**config.mk**
```make
export PLATFORM = sky130hd
export DESIGN_NAME = atm_pin_entry_flat
export DESIGN_NICKNAME = d
export VERILOG_FILES = /design/src/rtl/atm_pin_entry_pkg.sv /design/src/rtl/atm_pin_entry_if.sv /design/src/rtl/atm_idle_timer.sv /design/src/rtl/atm_pin_entry.sv /design/src/flat_wrapper.sv
export SDC_FILE = /design/constraint.sdc
export NUM_CORES = 1
export LEC_CHECK = 0
export ABC_AREA = 1
export CAP_MARGIN = 20
export CORE_MARGIN = 2
export CORE_UTILIZATION = 58
export CTS_CLUSTER_SIZE = 10
export DETAILED_ROUTE_END_ITERATION = 16
export PLACE_DENSITY = 0.95
export SKIP_LAST_GASP = 1
export SLEW_MARGIN = 20
export SYNTH_ARGS = -nofsm -noshare
export SYNTH_HDL_FRONTEND = slang
export SYNTH_SLANG_ARGS = --single-unit
```
**constraint.sdc**
```tcl
create_clock -name clk -period 4.3 [get_ports clk]
set_input_delay 0.43 -clock clk [delete_from_list [all_inputs] [get_ports clk]]
set_output_delay 0.43 -clock clk [all_outputs]
set_load 0.01 [all_outputs]
```
**src/rtl/atm_pin_entry_pkg.sv**
```systemverilog
// Shared definitions for the ATM keypad front end: key codes, FSM states and defaults.
package atm_pin_entry_pkg;

    localparam int PIN_DIGITS_DEF = 4;

    localparam logic [3:0] KEY_CLEAR  = 4'hA;
    localparam logic [3:0] KEY_BACK   = 4'hB;
    localparam logic [3:0] KEY_ENTER  = 4'hC;
    localparam logic [3:0] KEY_CANCEL = 4'hD;

    typedef enum logic [2:0] {
        ST_IDLE,
        ST_COLLECT,
        ST_PRESENT,
        ST_WAIT_RES,
        ST_AUTH,
        ST_EJECT,
        ST_LOCKED
    } state_e;

    function automatic logic is_digit(input logic [3:0] key);
        return key <= 4'd9;
    endfunction

endpackage

```
**src/rtl/atm_pin_entry_if.sv**
```systemverilog
// Keypad input, PIN valid/ready handshake and verification-result strobe.
interface atm_pin_entry_if
    import atm_pin_entry_pkg::*;
#(
    parameter int PIN_DIGITS = PIN_DIGITS_DEF
);
    logic                    key_valid;
    logic [3:0]              key_code;
    logic                    pin_valid;
    logic                    pin_ready;
    logic [4*PIN_DIGITS-1:0] pin_code;
    logic [2:0]              digit_count;
    logic                    result_valid;
    logic                    result_ok;

    // master: the PIN entry block; slave: keypad plus downstream verifier
    modport master (
        input  key_valid, key_code, pin_ready, result_valid, result_ok,
        output pin_valid, pin_code, digit_count
    );

    modport slave (
        output key_valid, key_code, pin_ready, result_valid, result_ok,
        input  pin_valid, pin_code, digit_count
    );

endinterface

```
**src/rtl/atm_idle_timer.sv**
```systemverilog
// Inactivity counter: counts enabled cycles since the last clear, flags the final count.
module atm_idle_timer #(
    parameter int TIMEOUT_CYC = 1000
) (
    input  logic clk,
    input  logic rst_n,
    input  logic clear_i,
    input  logic enable_i,
    output logic expired_o
);
    localparam int              W    = $clog2(TIMEOUT_CYC);
    localparam logic [W-1:0]    LAST = W'(TIMEOUT_CYC - 1);

    logic [W-1:0] cnt_q, cnt_d;

    // NOTE: cnt_d gets a default first so no path through this block infers a latch.
    always_comb begin
        cnt_d = cnt_q;
        if (clear_i) begin
            cnt_d = '0;
        end else if (enable_i && cnt_q != LAST) begin
            cnt_d = cnt_q + W'(1);
        end
    end

    // NOTE: state registers use non-blocking assignment so every flop samples pre-edge values.
    always_ff @(posedge clk or negedge rst_n) begin
        if (!rst_n) cnt_q <= '0;
        else        cnt_q <= cnt_d;
    end

    assign expired_o = enable_i && !clear_i && (cnt_q == LAST);

endmodule

```
**src/rtl/atm_pin_entry.sv**
```systemverilog
// Keypad PIN collector: digit shift buffer, PIN handshake, retry counting and lockout FSM.
module atm_pin_entry
    import atm_pin_entry_pkg::*;
#(
    parameter int PIN_DIGITS  = PIN_DIGITS_DEF,
    parameter int TIMEOUT_CYC = 1000,
    parameter int MAX_TRIES   = 3
) (
    input  logic                  clk,
    input  logic                  rst_n,
    input  logic                  card_in_i,
    atm_pin_entry_if.master       pin_if,
    output logic                  auth_ok_o,
    output logic [2:0]            tries_left_o,
    output logic                  locked_o,
    output logic                  cancel_req_o,
    output logic                  timeout_o
);
    localparam int         W         = 4 * PIN_DIGITS;
    localparam logic [2:0] FULL_CNT  = 3'(PIN_DIGITS);
    localparam logic [2:0] TRIES_MAX = 3'(MAX_TRIES);

    state_e         state_q, state_d;
    logic [W-1:0]   buf_q, buf_d;
    logic [2:0]     cnt_q, cnt_d;
    logic [2:0]     tries_q, tries_d;
    logic           pin_valid_q, pin_valid_d;
    logic           auth_q, auth_d;
    logic           locked_q, locked_d;
    logic           cancel_q, cancel_d;
    logic           timeout_q, timeout_d;
    logic           expired;

    atm_idle_timer #(.TIMEOUT_CYC(TIMEOUT_CYC)) u_idle_timer (
        .clk       (clk),
        .rst_n     (rst_n),
        .clear_i   ((state_q != ST_COLLECT) || pin_if.key_valid),
        .enable_i  (state_q == ST_COLLECT),
        .expired_o (expired)
    );

    always_comb begin
        state_d   = state_q;
        buf_d     = buf_q;
        cnt_d     = cnt_q;
        tries_d   = tries_q;
        cancel_d  = 1'b0;
        timeout_d = 1'b0;

        // Card removal in an active session wins over any same-cycle key or result.
        if (!card_in_i && state_q inside {ST_COLLECT, ST_PRESENT, ST_WAIT_RES, ST_AUTH}) begin
            state_d = ST_IDLE;
            buf_d   = '0;
            cnt_d   = '0;
        end else begin
            case (state_q)
                ST_IDLE: if (card_in_i) begin
                    state_d = ST_COLLECT;
                    buf_d   = '0;
                    cnt_d   = '0;
                    tries_d = TRIES_MAX;
                end
                ST_COLLECT: begin
                    if (pin_if.key_valid) begin
                        if (is_digit(pin_if.key_code)) begin
                            if (cnt_q < FULL_CNT) begin
                                buf_d = {buf_q[W-5:0], pin_if.key_code};
                                cnt_d = cnt_q + 3'd1;
                            end
                        end else begin
                            case (pin_if.key_code)
                                KEY_CLEAR: begin
                                    buf_d = '0;
                                    cnt_d = '0;
                                end
                                KEY_BACK: if (cnt_q != 3'd0) begin
                                    buf_d = buf_q >> 4;
                                    cnt_d = cnt_q - 3'd1;
                                end
                                KEY_ENTER: if (cnt_q == FULL_CNT) state_d = ST_PRESENT;
                                KEY_CANCEL: begin
                                    cancel_d = 1'b1;
                                    state_d  = ST_EJECT;
                                    buf_d    = '0;
                                    cnt_d    = '0;
                                end
                                default: ;
                            endcase
                        end
                    end else if (expired) begin
                        timeout_d = 1'b1;
                        cancel_d  = 1'b1;
                        state_d   = ST_EJECT;
                        buf_d     = '0;
                        cnt_d     = '0;
                    end
                end
                ST_PRESENT: if (pin_if.pin_ready) state_d = ST_WAIT_RES;
                ST_WAIT_RES: if (pin_if.result_valid) begin
                    if (pin_if.result_ok) begin
                        state_d = ST_AUTH;
                    end else begin
                        tries_d = (tries_q != 3'd0) ? tries_q - 3'd1 : 3'd0;
                        state_d = (tries_d == 3'd0) ? ST_LOCKED : ST_COLLECT;
                        buf_d   = '0;
                        cnt_d   = '0;
                    end
                end
                ST_EJECT: if (!card_in_i) state_d = ST_IDLE;
                default: ;
            endcase
        end

        pin_valid_d = (state_d == ST_PRESENT);
        auth_d      = (state_d == ST_AUTH);
        locked_d    = (state_d == ST_LOCKED);
    end

    always_ff @(posedge clk or negedge rst_n) begin
        if (!rst_n) begin
            state_q     <= ST_IDLE;
            buf_q       <= '0;
            cnt_q       <= '0;
            tries_q     <= TRIES_MAX;
            pin_valid_q <= 1'b0;
            auth_q      <= 1'b0;
            locked_q    <= 1'b0;
            cancel_q    <= 1'b0;
            timeout_q   <= 1'b0;
        end else begin
            state_q     <= state_d;
            buf_q       <= buf_d;
            cnt_q       <= cnt_d;
            tries_q     <= tries_d;
            pin_valid_q <= pin_valid_d;
            auth_q      <= auth_d;
            locked_q    <= locked_d;
            cancel_q    <= cancel_d;
            timeout_q   <= timeout_d;
        end
    end

    assign pin_if.pin_valid   = pin_valid_q;
    assign pin_if.pin_code    = buf_q;
    assign pin_if.digit_count = cnt_q;
    assign auth_ok_o          = auth_q;
    assign tries_left_o       = tries_q;
    assign locked_o           = locked_q;
    assign cancel_req_o       = cancel_q;
    assign timeout_o          = timeout_q;

endmodule

```
**src/flat_wrapper.sv**
```systemverilog
// flat-port wrapper written by rule: the top's interface ports become plain ports
module atm_pin_entry_flat import atm_pin_entry_pkg::*;
#(
    parameter int PIN_DIGITS  = PIN_DIGITS_DEF,
    parameter int TIMEOUT_CYC = 1000,
    parameter int MAX_TRIES   = 3
)
  (clk, rst_n, card_in_i, auth_ok_o, tries_left_o, locked_o, cancel_req_o, timeout_o, pin_if_key_valid, pin_if_key_code, pin_if_pin_ready, pin_if_result_valid, pin_if_result_ok, pin_if_pin_valid, pin_if_pin_code, pin_if_digit_count);
  atm_pin_entry_if #(.PIN_DIGITS(PIN_DIGITS)) pin_if_i ();
  input  logic clk;
  input  logic rst_n;
  input  logic card_in_i;
  output logic auth_ok_o;
  output logic [2:0] tries_left_o;
  output logic locked_o;
  output logic cancel_req_o;
  output logic timeout_o;
  input wire logic [$bits(pin_if_i.key_valid)-1:0] pin_if_key_valid;
  input wire logic [$bits(pin_if_i.key_code)-1:0] pin_if_key_code;
  input wire logic [$bits(pin_if_i.pin_ready)-1:0] pin_if_pin_ready;
  input wire logic [$bits(pin_if_i.result_valid)-1:0] pin_if_result_valid;
  input wire logic [$bits(pin_if_i.result_ok)-1:0] pin_if_result_ok;
  output wire logic [$bits(pin_if_i.pin_valid)-1:0] pin_if_pin_valid;
  output wire logic [$bits(pin_if_i.pin_code)-1:0] pin_if_pin_code;
  output wire logic [$bits(pin_if_i.digit_count)-1:0] pin_if_digit_count;
  assign pin_if_i.key_valid = pin_if_key_valid;
  assign pin_if_i.key_code = pin_if_key_code;
  assign pin_if_i.pin_ready = pin_if_pin_ready;
  assign pin_if_i.result_valid = pin_if_result_valid;
  assign pin_if_i.result_ok = pin_if_result_ok;
  assign pin_if_pin_valid = pin_if_i.pin_valid;
  assign pin_if_pin_code = pin_if_i.pin_code;
  assign pin_if_digit_count = pin_if_i.digit_count;
  atm_pin_entry #(.PIN_DIGITS(PIN_DIGITS), .TIMEOUT_CYC(TIMEOUT_CYC), .MAX_TRIES(MAX_TRIES)) u_core (.clk(clk), .rst_n(rst_n), .card_in_i(card_in_i), .pin_if(pin_if_i), .auth_ok_o(auth_ok_o), .tries_left_o(tries_left_o), .locked_o(locked_o), .cancel_req_o(cancel_req_o), .timeout_o(timeout_o));
endmodule
```
==> results of run 1 <==
==> layout by cell type (no fill, tap or decap), types with 2 or more instances in the layout <==
cell	instances
nand2_1	119
nor2_1	46
dfrtp_1	38
clkdlybuf4s50_1	36
nand3_1	35
inv_1	34
a21oi_1	20
o21ai_0	12
nand4_1	6
nor3_1	6
clkbuf_8	5
ha_1	4
xor2_1	3
inv_2	2
inv_4	2
nand3_4	2
nor2_2	2
nand2_4	2
nand2_2	2
dfstp_2	2
==> path summary, 6_finish.rpt <==
path / to / startpoint
min reg2reg: u_core.tries_left_o[0]$_DFFE_PN1P_ / u_core.tries_left_o[0]$_DFFE_PN1P_
max reg2reg: u_core.pin_if.pin_code[3]$_DFFE_PN0P_ / u_core.u_idle_timer.cnt_q[0]$_DFFE_PN0P_
max in group asynchronous: u_core.u_idle_timer.cnt_q[6]$_DFFE_PN0P_ / rst_n
min in group clk: u_core.tries_left_o[0]$_DFFE_PN1P_ / u_core.tries_left_o[0]$_DFFE_PN1P_
max: u_core.pin_if.pin_code[3]$_DFFE_PN0P_ / u_core.u_idle_timer.cnt_q[0]$_DFFE_PN0P_
min: u_core.tries_left_o[2]$_DFFE_PN0P_ / rst_n
==> area by class of cell <==
type / count / area, um2
multi-input cells: 270 / 1310
fillers: 348 / 1290
flip-flops and latches: 40 / 1000
repair buffers: 37 / 365
inverters: 38 / 148
clock buffers: 5 / 68.8
well taps: 52 / 65.1
clock inverters: 3 / 46.3
==> per-layer routing <==
layer,share of wire,global-route usage,vias up
li1,-,-,1209
met1,0.44,0.301,1101
met2,0.49,0.422,80
met4,0.014,0.0662,0
met3,0.056,0.0433,9
met5,0,0,-
==> power by group <==
part	switching [mW]	internal, mW
Clock	0.143	0.175
Combinational	0.304	0.158
Sequential	0.0511	0.412
Total	0.498	0.745
==> worst max-delay path: stages, from the launching register on <==
cell and delay (ps):
dfrtp_1 420, ha_1 180, nand2_1 110, nor2_1 120, nand3_1 160, nand2_1 120, nand2_1 60, nand2_2 300
nand3_4 280, nand2_1 140, nand2_1 70
==> stage by stage <==
step / power (mW) / cells / util
after global placement: 0.919 / 437 / 0.674
after CTS: 1.25 / 445 / 0.700
after detailed placement: 0.929 / 437 / 0.674
final: 1.24 / 445 / 0.700
after floorplan: 0.838 / 359 / -
after global routing: 1.33 / 445 / 0.700
==> registers in the layout (all words and copies together) (netlist names) <==
name                       cells
u_core.cancel_req_o            1
u_core.tries_left_o            3
u_core.u_idle_timer.cnt_q     10
u_core.state_q                 3
u_core.timeout_o               1
u_core.pin_if.pin_valid        1
u_core.auth_ok_o               1
u_core.pin_if.digit_count      3
u_core.locked_o                1
u_core.pin_if.pin_code        16
==> logic make-up (layout without fill, tap and decap cells) <==
family	count (synthesis)	in the layout	share of synthesized area
AOI/OAI and AO/OA	35	35	0.0762
xor gates and xnor gates	4	4	0.0138
adders and majority gates	4	4	0.0197
buffers and inverters	49	83	0.0905
DFF	40	40	0.394
and+or+nand+nor	227	227	0.406
==> flow_metrics.env, run 1 <==
export IMPL_io_buffers=37
export IMPL_rows=24
export IMPL_post_drt_via_cell_ratio=5.39
export IMPL_drtAntennaViolNets=0
export IMPL_power_density_nw_per_um2=413
export IMPL_crit_type="reg -> reg"
export IMPL_mappedNetlistArea_um2=2540
export IMPL_dpl_hpwl_mm=4.07
export IMPL_worst_ir_drop_vdd_mv=0.241
export IMPL_r2r_setup_slack_ps=2230
export IMPL_fp_dieH_um=70.2
export IMPL_drive_above_1_share=0.0738
export IMPL_post_cts_buffers=0
export IMPL_synth_area_top_cells="dfrtp_1, nand2_1, nand3_1"
export IMPL_arrival_ps=2270
export IMPL_cts_clk_slew_worst_paths_ps=90
export IMPL_drt_pass1_iterations=5
export IMPL_synth_top_cell_area_share=0.374
export IMPL_grtUsageTotal=0.240
export IMPL_yosysSeqAreaShare=0.394
export IMPL_rsz0062_at_grt="no"
export IMPL_cp_end_kind="flop"
export IMPL_synthToLayoutAreaGrowth_pct=18.2
export IMPL_cts_sinks=40
export IMPL_synthTopCellsByCount="nand2_1, nor2_1, dfrtp_1"
export IMPL_synth_flop_cell="dfrtp_1"
export IMPL_drtIter0Drc=202
export IMPL_placed_area_um2=2890
export IMPL_grt_max_degree=41
export IMPL_finalSetupViolations=0
export IMPL_grt_pass1_wl_mm=9.62
export IMPL_ys_seq_elements=40
export IMPL_hold_viol=0
export IMPL_post_route_cell_area_um2=3010
export IMPL_ctsHoldBuffers=0
export IMPL_max_freq_mhz=482
export IMPL_cp_required_ps=4490
export IMPL_min_period_over_period=0.482
export IMPL_setup_tns_ps=0
export IMPL_grt_antenna_before_repair=0
export IMPL_dieArea_um2=4930
export IMPL_cts_resized=0
export IMPL_globalRouteOverflowTotal=0
export IMPL_synth_top_area_cell="dfrtp_1"
export IMPL_place_congestion=0.966
export IMPL_yosys_cell_count_top_type="nand2_1"
export IMPL_root_buffer="clkbuf_8"
export IMPL_drc=0
export IMPL_io_pins=38
export IMPL_cap_violations=0
export IMPL_fin_hold_ws_ps=232
export IMPL_wirelength_mm=5.64
export IMPL_synth_edf_count=0
export IMPL_wire_per_inst_um=12.7
export IMPL_h_tree_depth=2
export IMPL_die_x_um=70.2
export IMPL_diodes=0
export IMPL_core_um2=4290
export IMPL_slew_viol_final=0
export IMPL_dr_total_vias=2399
export IMPL_period_needed_ps=2070
export IMPL_ys_types=33
export IMPL_status="finished, final reports clean"
export IMPL_tightest_slew_ps=858
export IMPL_cts_buffers=5
export IMPL_synth_async_reset_ratio=1.00
export IMPL_insertion_delay_ps=300
export IMPL_start_kind="flop"
export IMPL_syn_area_per_cell_um2=7.09
export IMPL_synthCells=359
export IMPL_grt_pass1_vias=2214
export IMPL_clock_skew_ps=9.72
export IMPL_yosys_warnings=0
export IMPL_leakagePower_nw=1.44
export IMPL_rr_worst_depth=10
export IMPL_clockBufferDepth=2
export IMPL_critPathMaxFanout=20
export IMPL_cts_tree="built"
export IMPL_relSlewSlack=0.428
export IMPL_setup_ws_ps=2230
export IMPL_hold_class="in -> async"
export IMPL_synth_nets=374
export IMPL_pre_cts_slack_ps=1930
export IMPL_fin_nets=407
export IMPL_start_util=0.593
Note: power is estimated with default switching activity, not from simulation.
==> run 2, diff against run 1 <==
--- a/config.mk
+++ b/config.mk
@@ -8,10 +8,10 @@
 export ABC_AREA = 1
 export CAP_MARGIN = 20
 export CORE_MARGIN = 2
-export CORE_UTILIZATION = 58
+export CORE_UTILIZATION = 49
 export CTS_CLUSTER_SIZE = 10
 export DETAILED_ROUTE_END_ITERATION = 16
-export PLACE_DENSITY = 0.95
+export PLACE_DENSITY = 0.86
 export SKIP_LAST_GASP = 1
 export SLEW_MARGIN = 20
 export SYNTH_ARGS = -nofsm -noshare
==> constraint.sdc (replaced) <==
create_clock -name clk -period 1.7 [get_ports clk]
set_input_delay 0.17 -clock clk [delete_from_list [all_inputs] [get_ports clk]]
set_output_delay 0.17 -clock clk [all_outputs]
set_load 0.01 [all_outputs]
==> flow_metrics.env, run 2 (synthesis gave the netlist of run 1 again) <==
export IMPL_status="finished, final reports clean"
export IMPL_hold_class="in -> async"
export IMPL_rows=26
export IMPL_drc=0
export IMPL_period_needed_ps=1610
export IMPL_cts_sinks=40
export IMPL_fp_dieH_um=76.1
export IMPL_hold_viol=0
export IMPL_max_freq_mhz=621
export IMPL_critPathMaxFanout=19
export IMPL_largest_reg_flops=16
export IMPL_cp_slowest_cell="dfrtp_1"
export IMPL_core_um2=5070
export IMPL_path_cells="ha_1, nand2_2, nor2_4, nand3_2, nand2_1, nand2_1, nand2_4, buf_12, nand3_1, nand2_1"
export IMPL_setup_ws_ps=89.7
export IMPL_grt_antenna_before_repair=0
export IMPL_root_buffer="clkbuf_8"
export IMPL_crit_path_frequent_cell="nand2_1"
export IMPL_cp_required_ps=1890
export IMPL_wirelength_mm=6.49
export IMPL_arrival_ps=1800
export IMPL_post_drt_via_cell_ratio=5.26
export IMPL_fin_nets=442
export IMPL_mostFrequentLayoutCell="nand2_1"
export IMPL_cp_buffers_inverters=1
export IMPL_finalSetupViolations=0
export IMPL_crit_type="reg -> reg"
export IMPL_insertion_delay_ps=300
export IMPL_wire_per_inst_um=13.0
export IMPL_reg2reg_from="u_core.u_idle_timer.cnt_q[0]$_DFFE_PN0P_"
export IMPL_critPathTopFamily="simple AND/OR/NAND/NOR gates"
export IMPL_worst_ir_drop_vdd_mv=0.691
export IMPL_r2r_setup_slack_ps=90
export IMPL_die_x_um=76.1
export IMPL_relSlewSlack=0.660
export IMPL_io_buffers=37
export IMPL_layout_common_cells="nand2_1, nor2_1, clkdlybuf4s50_1, dfrtp_1"
export IMPL_pre_cts_slack_ps=-138
export IMPL_design_power_total_mw=3.46
export IMPL_dpl_hpwl_mm=4.29
export IMPL_slew_viol_final=0
export IMPL_start_kind="flop"
export IMPL_globalRouteOverflowTotal=0
export IMPL_synthToLayoutAreaGrowth_pct=32.1
export IMPL_dr_total_vias=2618
export IMPL_grt_pass1_wl_mm=10.8
export IMPL_placed_area_um2=3140
export IMPL_min_period_over_period=0.947
export IMPL_place_congestion=0.871
export IMPL_drt_pass1_iterations=4
export IMPL_start_util=0.501
export IMPL_io_pins=38
export IMPL_cap_violations=0
export IMPL_startpoint="u_core.u_idle_timer.cnt_q[0]$_DFFE_PN0P_"
export IMPL_tightest_slew_ps=509
export IMPL_post_route_cell_area_um2=3360
export IMPL_cp_end_kind="flop"
export IMPL_power_density_nw_per_um2=1030
export IMPL_max_stage_delay_ps=390
export IMPL_drtIter0Drc=138
export IMPL_clockBufferDepth=2
export IMPL_cts_clk_slew_worst_paths_ps=80
export IMPL_cts_buffers=5
export IMPL_dieArea_um2=5790
export IMPL_h_tree_depth=2
export IMPL_clock_skew_ps=8.35
export IMPL_diodes=0
export IMPL_grt_max_degree=41
export IMPL_grtUsageTotal=0.225
export IMPL_grt_pass1_vias=2460
export IMPL_cts_tree="built"
export IMPL_drtAntennaViolNets=0
export IMPL_drive_above_1_share=0.161
export IMPL_leakagePower_nw=1.64
==> run 2: worst paths after layout <==
check	to	depth (start not counted)
setup reg to reg	u_core.pin_if.pin_code[12]$_DFFE_PN0P_	10
setup / recovery	u_core.pin_if.pin_code[12]$_DFFE_PN0P_	10
min in group clk	u_core.tries_left_o[0]$_DFFE_PN1P_	2
hold / removal	u_core.pin_if.digit_count[1]$_DFFE_PN0P_	3
max in group asynchronous	u_core.state_q[1]$_DFF_PN0_	3
hold reg to reg	u_core.tries_left_o[0]$_DFFE_PN1P_	2
==> run 2: layer usage <==
metal | share of wire | track usage | up-vias
li1 | - | - | 1281
met1 | 0.43 | 0.275 | 1243
met2 | 0.50 | 0.406 | 80
met3 | 0.047 | 0.0379 | 14
met4 | 0.022 | 0.0691 | 0
met5 | 0 | 0 | -
==> run 2: metrics by stage <==
step	TNS, ps	hold WS [ps]	util	instances
3_3_place_gp	-1150	258	0.619	482
2_1_floorplan	0	-126	-	359
5_1_grt	-118	523	0.662	498
4_1_cts	-4.44	474	0.644	492
6_report	0	469	0.662	498
3_5_place_dp	-2400	262	0.619	482
==> run 2: what timing repair did <==
action                                 CTS  global route
gates resized for setup                  2            11
setup buffers                            0             4
endpoints found under the hold margin   38             0
gates cloned                             1             2
setup endpoints to repair               17            25
pin swaps                                0             4
hold buffers                             1             0
==> run 2: worst register-to-register path, stage by stage (launching register included) <==
cell	delay, ps
dfrtp_1	390
ha_1	220
nand2_2	120
nor2_4	50
nand3_2	90
nand2_1	80
nand2_1	110
nand2_4	120
buf_12	180
nand3_1	100
nand2_1	50
==> run 2: area by class of cell <==
| cell class | count | area (um2) |
|---|---|---|
| flip-flops and latches | 40 | 1010 |
| well taps | 70 | 87.6 |
| inverters | 38 | 148 |
| clock inverters | 2 | 13.8 |
| multi-input cells | 273 | 1380 |
| fillers | 449 | 1710 |
| clock buffers | 6 | 82.6 |
| repair buffers | 69 | 646 |
==> run 2: report_power, final <==
part | internal [mW] | switching (mW)
Combinational | 0.670 | 0.967
Clock | 0.332 | 0.352
Sequential | 1.05 | 0.0960
